**config.mk**
```make
export PLATFORM = sky130hd
export DESIGN_NAME = byte_serial_tx
export DESIGN_NICKNAME = d
export VERILOG_FILES = /design/src/rtl/byte_serial_tx_pkg.sv /design/src/rtl/byte_serial_tx_bit_timer.sv /design/src/rtl/byte_serial_tx.sv
export SDC_FILE = /design/constraint.sdc
export NUM_CORES = 1
export LEC_CHECK = 0
export ABC_CLOCK_PERIOD_IN_PS = 2100
export BUFFER_PORTS_ARGS = -buffer_cell sky130_fd_sc_hd__buf_4
export CORE_MARGIN = 2
export CORE_UTILIZATION = 35
export CTS_CLUSTER_SIZE = 12
export DETAILED_ROUTE_END_ITERATION = 8
export PLACE_DENSITY = 0.54
export SYNTH_ARGS = -nofsm -noshare
export SYNTH_HDL_FRONTEND = slang
export SYNTH_HIERARCHICAL = 1
export SYNTH_SLANG_ARGS = --single-unit
```
**constraint.sdc**
```tcl
create_clock -name clk -period 2.1 [get_ports clk]
set_input_delay 0.21 -clock clk [delete_from_list [all_inputs] [get_ports clk]]
set_output_delay 0.21 -clock clk [all_outputs]
set_load 0.02 [all_outputs]
```
**src/rtl/byte_serial_tx_pkg.sv**
```systemverilog
// byte_serial_tx_pkg
// Shared definitions for the byte-serial transmitter slice.
//   - FSM state encoding for the frame sequencer
//   - idle level of the serial line
//   - counter width helper (never returns less than one bit)
package byte_serial_tx_pkg;

  localparam logic [1:0] ST_IDLE  = 2'd0;
  localparam logic [1:0] ST_START = 2'd1;
  localparam logic [1:0] ST_DATA  = 2'd2;
  localparam logic [1:0] ST_STOP  = 2'd3;

  localparam logic LINE_IDLE = 1'b1;

  // Width needed to count 0..n-1. A single-value counter still gets one bit
  // so that no zero-width vector is ever declared.
  function automatic int cntWidth(input int n);
    return (n <= 2) ? 1 : $clog2(n);
  endfunction

endpackage

```
**src/rtl/byte_serial_tx_bit_timer.sv**
```systemverilog
// bit_timer
// Divides the clock into serial bit periods of CLKS_PER_BIT cycles.
// Ports:
//   clk   in  clock, posedge
//   reset in  asynchronous, active-low
//   run   in  1: count; 0: hold the count at zero
//   tick  out high in the last cycle of each bit period while running
module bit_timer
  import byte_serial_tx_pkg::*;
#(
  parameter int CLKS_PER_BIT = 4
) (
  input  logic clk,
  input  logic reset,
  input  logic run,
  output logic tick
);

  generate
    if (CLKS_PER_BIT == 1) begin : g_noCount
      // Every running cycle is a whole bit period, so no count is kept.
      assign tick = run;
    end else begin : g_count
      localparam int TW = cntWidth(CLKS_PER_BIT);
      localparam logic [TW-1:0] LAST = TW'(CLKS_PER_BIT - 1);

      logic [TW-1:0] count_q;
      logic [TW-1:0] count_d;

      // The count restarts at zero whenever the timer is stopped or a period
      // completes, so the first running cycle is always the start of a bit.
      always_comb begin
        count_d = count_q + 1'b1;
        if (!run || (count_q == LAST)) begin
          count_d = '0;
        end
      end

      always_ff @(posedge clk or negedge reset) begin
        if (!reset) begin
          count_q <= '0;
        end else begin
          count_q <= count_d;
        end
      end

      assign tick = run && (count_q == LAST);
    end
  endgenerate

endmodule

```
**src/rtl/byte_serial_tx.sv**
```systemverilog
// byte_serial_tx
// Accepts one byte over a valid/ready handshake and shifts it out on a single
// serial line as start bit (0), DATA_W data bits, stop bit (1), each held for
// CLKS_PER_BIT clocks.
// Ports:
//   clk        in   clock, posedge
//   reset      in   asynchronous, active-low
//   din        in   byte to send, captured on accept
//   din_valid  in   din holds a byte to send
//   din_ready  out  high only while idle
//   txd        out  registered serial line, idle high
//   busy       out  a frame is in progress
//   done       out  one-cycle pulse in the last stop-bit cycle
module byte_serial_tx
  import byte_serial_tx_pkg::*;
#(
  parameter int DATA_W       = 8,
  parameter int CLKS_PER_BIT = 4,
  parameter int LSB_FIRST    = 1
) (
  input  logic              clk,
  input  logic              reset,
  input  logic [DATA_W-1:0] din,
  input  logic              din_valid,
  output logic              din_ready,
  output logic              txd,
  output logic              busy,
  output logic              done
);

  localparam int BW = cntWidth(DATA_W);
  localparam logic [BW-1:0] LAST_BIT = BW'(DATA_W - 1);

  logic [1:0]        state_q, state_d;
  logic [DATA_W-1:0] shift_q, shift_d;
  logic [BW-1:0]     bitCnt_q, bitCnt_d;
  logic              txd_q, txd_d;
  logic              tick;
  logic [DATA_W-1:0] shifted;

  bit_timer #(
    .CLKS_PER_BIT(CLKS_PER_BIT)
  ) u_bitTimer (
    .clk  (clk),
    .reset(reset),
    .run  (state_q != ST_IDLE),
    .tick (tick)
  );

  // The bit to be sent next always sits at the outgoing end of the shift reg.
  function automatic logic headBit(input logic [DATA_W-1:0] v);
    return (LSB_FIRST != 0) ? v[0] : v[DATA_W-1];
  endfunction

  assign shifted = (LSB_FIRST != 0) ? (shift_q >> 1) : (shift_q << 1);

  // Frame sequencer. txd_d is the line level for the coming cycle, so each
  // transition loads the level of the bit that begins there; this keeps txd
  // registered while staying aligned with the state.
  always_comb begin
    state_d  = state_q;
    shift_d  = shift_q;
    bitCnt_d = bitCnt_q;
    txd_d    = txd_q;
    case (state_q)
      ST_IDLE: begin
        txd_d = LINE_IDLE;
        if (din_valid) begin
          state_d  = ST_START;
          shift_d  = din;
          bitCnt_d = '0;
          txd_d    = 1'b0;
        end
      end
      ST_START: begin
        if (tick) begin
          state_d = ST_DATA;
          txd_d   = headBit(shift_q);
        end
      end
      ST_DATA: begin
        if (tick) begin
          shift_d = shifted;
          if (bitCnt_q == LAST_BIT) begin
            state_d  = ST_STOP;
            bitCnt_d = '0;
            txd_d    = LINE_IDLE;
          end else begin
            bitCnt_d = bitCnt_q + 1'b1;
            txd_d    = headBit(shifted);
          end
        end
      end
      ST_STOP: begin
        txd_d = LINE_IDLE;
        if (tick) begin
          state_d = ST_IDLE;
        end
      end
      default: begin
        state_d = ST_IDLE;
        txd_d   = LINE_IDLE;
      end
    endcase
  end

  // Reset aborts any frame immediately and forces the line back to idle.
  always_ff @(posedge clk or negedge reset) begin
    if (!reset) begin
      state_q  <= ST_IDLE;
      shift_q  <= '0;
      bitCnt_q <= '0;
      txd_q    <= LINE_IDLE;
    end else begin
      state_q  <= state_d;
      shift_q  <= shift_d;
      bitCnt_q <= bitCnt_d;
      txd_q    <= txd_d;
    end
  end

  assign din_ready = (state_q == ST_IDLE);
  assign busy      = (state_q != ST_IDLE);
  assign done      = (state_q == ST_STOP) && tick;
  assign txd       = txd_q;

endmodule
```
# Word level (Yosys, flattened, before mapping)
# Index checks and enable logic that the tools add are counted.
# word_totals
elab_cells,46
reg_bits,16
input_bits,11
# classes
n_addsub,2
reduce_logical,10
mux,19
eq_ne,10
# ops
operator,count
$mux W8,2
$pmux W8 S2,1
$mux W2,6
$ne A2 B2 Y1 const B,5
$mux W3,3
$pmux W2 S4,1
$eq A2 B2 Y1 const B,3
$pmux W3 S2,1
$reduce_and A5 Y1,1
$mux W1,4
$pmux W1 S4,1
$reduce_bool A2 Y1,2
$add A3 B1 Y3 const B,1
$eq A3 B3 Y1 const B,1
$reduce_and A3 Y1,1
$add A2 B1 Y2 const B,1
$eq A2 B1 Y1 const B,1
$logic_and A1 B1 Y1,2
$logic_not A2 Y1,1
$reduce_and A2 Y1,1
$logic_not A1 Y1,1
$logic_or A1 B1 Y1,1

# Longest topological paths before layout
# depth
word_depth,4
mapped_depth,8
mapped_depth_nobuf,7

# Cells and area by module
# The synthesis kept the hierarchy.
# modules_own_cells
module,area_per_inst_um2,cells_per_inst,instances
byte_serial_tx,883.3,69,1
bit_timer,91.3,6,1

# Worst setup path after synthesis
# No wires, ideal clock.
# synth_path
path_kind,register to register
start,reg state_q[0]
end,reg bitCnt_q[0]
setup_time_ns,0.125
required_time_ns,1.975
path_slack_ns,0.023
synth_period_minus_slack_ns,2.077
path_buffers,1
stages_incl_launch_ff,9
arrival_time_ns,1.952
cell_sequence,dfrtp_1 -> inv_1 -> ha_1 -> inv_1 -> and2_2 -> nand2b_1 -> o211a_1 -> buf_6 -> mux2_4
# synth_rtl
item,line_no,rtl
from (decl),byte_serial_tx.sv:34,"logic [1:0] state_q, state_d;"
from (signal assigned),byte_serial_tx.sv:115,state_q <= state_d;
$logic_not A2 Y1 *,--,
net din_ready,byte_serial_tx.sv:25,"output logic din_ready,"
$ne A2 B2 Y1 (no source line) / $reduce_bool A2 Y1 (equally long branches),--,
$reduce_and A3 Y1 (no source line),--,
to (signal assigned),byte_serial_tx.sv:117,bitCnt_q <= bitCnt_d;
to (decl),byte_serial_tx.sv:36,"logic [BW-1:0] bitCnt_q, bitCnt_d;"
# The timed path passes the listed nets; every way through them passes the cells marked *.
# A chain may end at the register's enable or synchronous reset.

# Worst setup path after layout
# layout_path
start,reg state_q[0]
end,reg shift_q[3]
# layout_between
elab_chain_len,4
# layout_rtl
item,line_no,rtl
$reduce_bool A2 Y1,byte_serial_tx.sv:46,".run (state_q != ST_IDLE),"
$logic_and A1 B1 Y1,byte_serial_tx_bit_timer.sv:47,assign tick = run && (count_q == LAST);
net tick,byte_serial_tx.sv:38,logic tick;
$ne A2 B2 Y1 (no source line),--,
$reduce_and A3 Y1 (no source line),--,
to (signal assigned),byte_serial_tx.sv:116,shift_q <= shift_d;
to (decl),byte_serial_tx.sv:35,"logic [DATA_W-1:0] shift_q, shift_d;"
# The timed path passes the listed nets, and every way through them passes these cells.

==> impl_metrics.yaml <==
setup_path:
  path_class: "register to register"
  max_stage_delay_ns: 0.39
  r2r_end: "shift_q[3]$_DFFE_PN0P_"
  cp_slowest_cell: "dfrtp_1"
  reg2reg_slack_ns: 0.18
  startpoint_type: "register"
  crit_required_ns: 2.28
  crit_family: "flip-flops"
  path_cells: "inv_1 -> ha_1 -> inv_1 -> and2_2 -> nand2b_1 -> o211a_2 -> mux2_4"
  r2r-start: "state_q[0]$_DFFE_PN0P_"
  crit_arrival_ns: 2.10
  path_common_cell: "inv_1"
  crit_buf_inv: 2
  ff2ff_path_depth: 7
  cp-end-kind: "register"
  worstPathMaxFanout: 10
floorplanning:
  dieArea_sq_um: 3220
  fp.dieW_um: 56.8
  core_sq_um: 2710
  num_rows: 19
  fp.dieH_um: 56.8
  initial_core_util_pct: 36.0
  io_pins: 15
worst_hold_path:
  hold_path_end: "txd$_DFFE_PN1P_"
  holdCritPathClass: "input port to register"
  hold_depth: 3
  worstHoldStart: "din_valid"
route:
  antenna_left: 0
  vias: 613
  vias_per_cell: 4.87
  wl_um: 1630
  first_pass_iters: 2
  drt-wirelength-per-cell_um: 12.9
  drtIter0Drc: 7
  drc: 0
final_layout:
  syn2layout_area_growth_pct: 18.7
  n_fill_cell: 276
  final_common_cell: "buf_4"
  nNetsFinal: 115
  layout_common_cells: "buf_4 (18), dfrtp_1 (15), mux2_4 (12), ha_1 (8), inv_1 (6)"
  drive_gt1_share_pct: 45.3
  fin_util_pct: 42.7
  antenna_cells: 0
global_route:
  grt_usage_pct: 11.1
  overflow: 0
  grt_first_pass_wirelength_um: 2660
  grt_pass1_vias: 586
  grt_max_degree: 17
  grt_antenna_before_repair: 0
logic_synthesis:
  ys_seq_elements: 16
  synth_nets: 94
  ys_seq_area_share_pct: 41.2
  ys_types: 27
  synth-warning-count: 6
  synth_area_sq_um: 975
  postSynthAreaPerCell_sq_um: 13.0
  synth_cells: 75
sta:
  fin_crit_ns: 1.92
  grt_setup_unrepaired: "false"
  holdWs_ns: 0.201
  fin_skew_ns: 0.00145
  slew-limit-headroom_pct: 77.9
  fin_ws_ns: 0.182
  fmax_ghz: 0.521
  period_share_pct: 91.3
  final_max_slew_viol_count: 0
  hold_viol: 0
  worstMarginPinSlew_ns: 0.332
  tns_ns: 0
  setup_violations: 0
clock_tree:
  root_buffer: "clkbuf_4"
  cts_tree: "built"
  htreeDepth: 1
  numCtsBuffers: 3
  clk_pin_slew_worst_paths_ns: 0.09
  clockBufferDepth: 2
  post_cts_buffers: 0
  clkSinkCount: 16
  insertion_delay_ns: 0.28
run_status:
  status: "completed"
pwr:
  power.leakage_nw: 0.575
  finalPower_w: 0.00182
  powerDensity_nw_per_um2: 1570
  ir_drop_v: 0.000704
place:
  place_ws_ns: 0.0989
  place_congestion: 0.801
  io_buffers: 14
  dpl.hpwl_um: 1260
flow_run:
  cap_viol_max_count: 0
state kept, by name, indices dropped and copies added, names as in the netlist:
| signal | flops |
|---|---|
| state_q | 2 |
| txd | 1 |
| u_bitTimer/g_count.count_q | 2 |
| bitCnt_q | 3 |
| shift_q | 8 |
report_power, final:
| group | total (W) | switching, W | internal, W |
|---|---|---|---|
| combinational | 0.00106 | 0.000450 | 0.000612 |
| sequential | 0.000552 | 0.0000924 | 0.000460 |
| clock | 0.000204 | 0.0000981 | 0.000106 |
| total | 0.00182 | 0.000641 | 0.00118 |
worst reg2reg max path: cells and delay by family (launching register included):
family,cells,cell delay [ns]
adders and majority gates,1,0.22
muxes,1,0.34
AOI/OAI and AO/OA,1,0.38
and+or+nand+nor,2,0.32
DFF,1,0.39
buffers and inverters,2,0.16
worst max path at each step:
stage | start | to | slack [ns] | cells after the start
final | state_q[0]$_DFFE_PN0P_ | shift_q[3]$_DFFE_PN0P_ | 0.18 | 7
after global routing | state_q[1]$_DFFE_PN0P_ | shift_q[5]$_DFFE_PN0P_ | 0.07 | 7
after CTS | state_q[0]$_DFFE_PN0P_ | shift_q[5]$_DFFE_PN0P_ | 0.08 | 7
after detailed placement | state_q[0]$_DFFE_PN0P_ | shift_q[1]$_DFFE_PN0P_ | 0.1 | 7
after global placement | state_q[1]$_DFFE_PN0P_ | shift_q[0]$_DFFE_PN0P_ | 0.16 | 7
after floorplan | state_q[0]$_DFFE_PN0P_ | bitCnt_q[0]$_DFFE_PN0P_ | 0.02 | 8
cell type report:
cell class              count  area [sq um]  area share (%)
flip-flops and latches     16           402            34.7
repair buffers             19           145            12.5
multi-input cells          50           513            44.3
inverters                   6          22.5            1.95
clock buffers               4          36.3            3.14
well taps                  31          38.8            3.35
what timing repair did:
| action | 4_1_cts | 5_1_grt |
|---|---|---|
| endpoints found under the hold margin | 16 | 0 |
| hold buffers | 1 | 0 |
| setup endpoints to repair | 0 | 8 |
| gates resized for setup | 0 | 1 |
routing by layer:
| layer | vias up | track usage, % | part of all wire (%) |
|---|---|---|---|
| met5 | - | 0 | 0 |
| met4 | 0 | 4.98 | 1.7 |
| met3 | 2 | 4.15 | 3.5 |
| met2 | 9 | 16.4 | 45 |
| met1 | 298 | 14.5 | 50 |
| li1 | 304 | - | - |
synth_stat cells (all sizes together):
cell type | n | area share [%]
buf | 3 | 3.9
mux2 | 16 | 23
a22o | 1 | 0.90
nor3b | 1 | 1.3
and3b | 1 | 0.90
a22oi | 1 | 0.77
ha | 8 | 10
o21bai | 1 | 1.9
mux2i | 1 | 1.0
a211oi | 1 | 0.77
o2111ai | 1 | 0.90
a21oi | 2 | 1.0
nand4 | 2 | 1.3
inv | 6 | 2.3
o2bb2ai | 1 | 0.90
and2 | 2 | 1.4
nor2 | 3 | 1.2
and3 | 1 | 0.64
o21ai | 2 | 1.0
o211a | 1 | 1.0
dfstp | 1 | 2.7
dfrtp | 15 | 39
nand2 | 1 | 0.38
nand2b | 3 | 1.9
through the flow:
stage,area (sq um),instances
after floorplan,975,75
after CTS,1160,126
after detailed placement,1110,121
final,1160,126
after global routing,1160,126
after global placement,1110,121
logic make-up after synthesis:
| logic type | after synthesis | synth area share [%] |
|---|---|---|
| flops | 16 | 41.2 |
| mux | 17 | 24.1 |
| simple gates | 14 | 8.99 |
| fa+ha+maj | 8 | 10.3 |
| buf+inv | 9 | 6.16 |
| compound gates | 11 | 9.24 |
No activity file was read; power rests on OpenSTA's default activity.
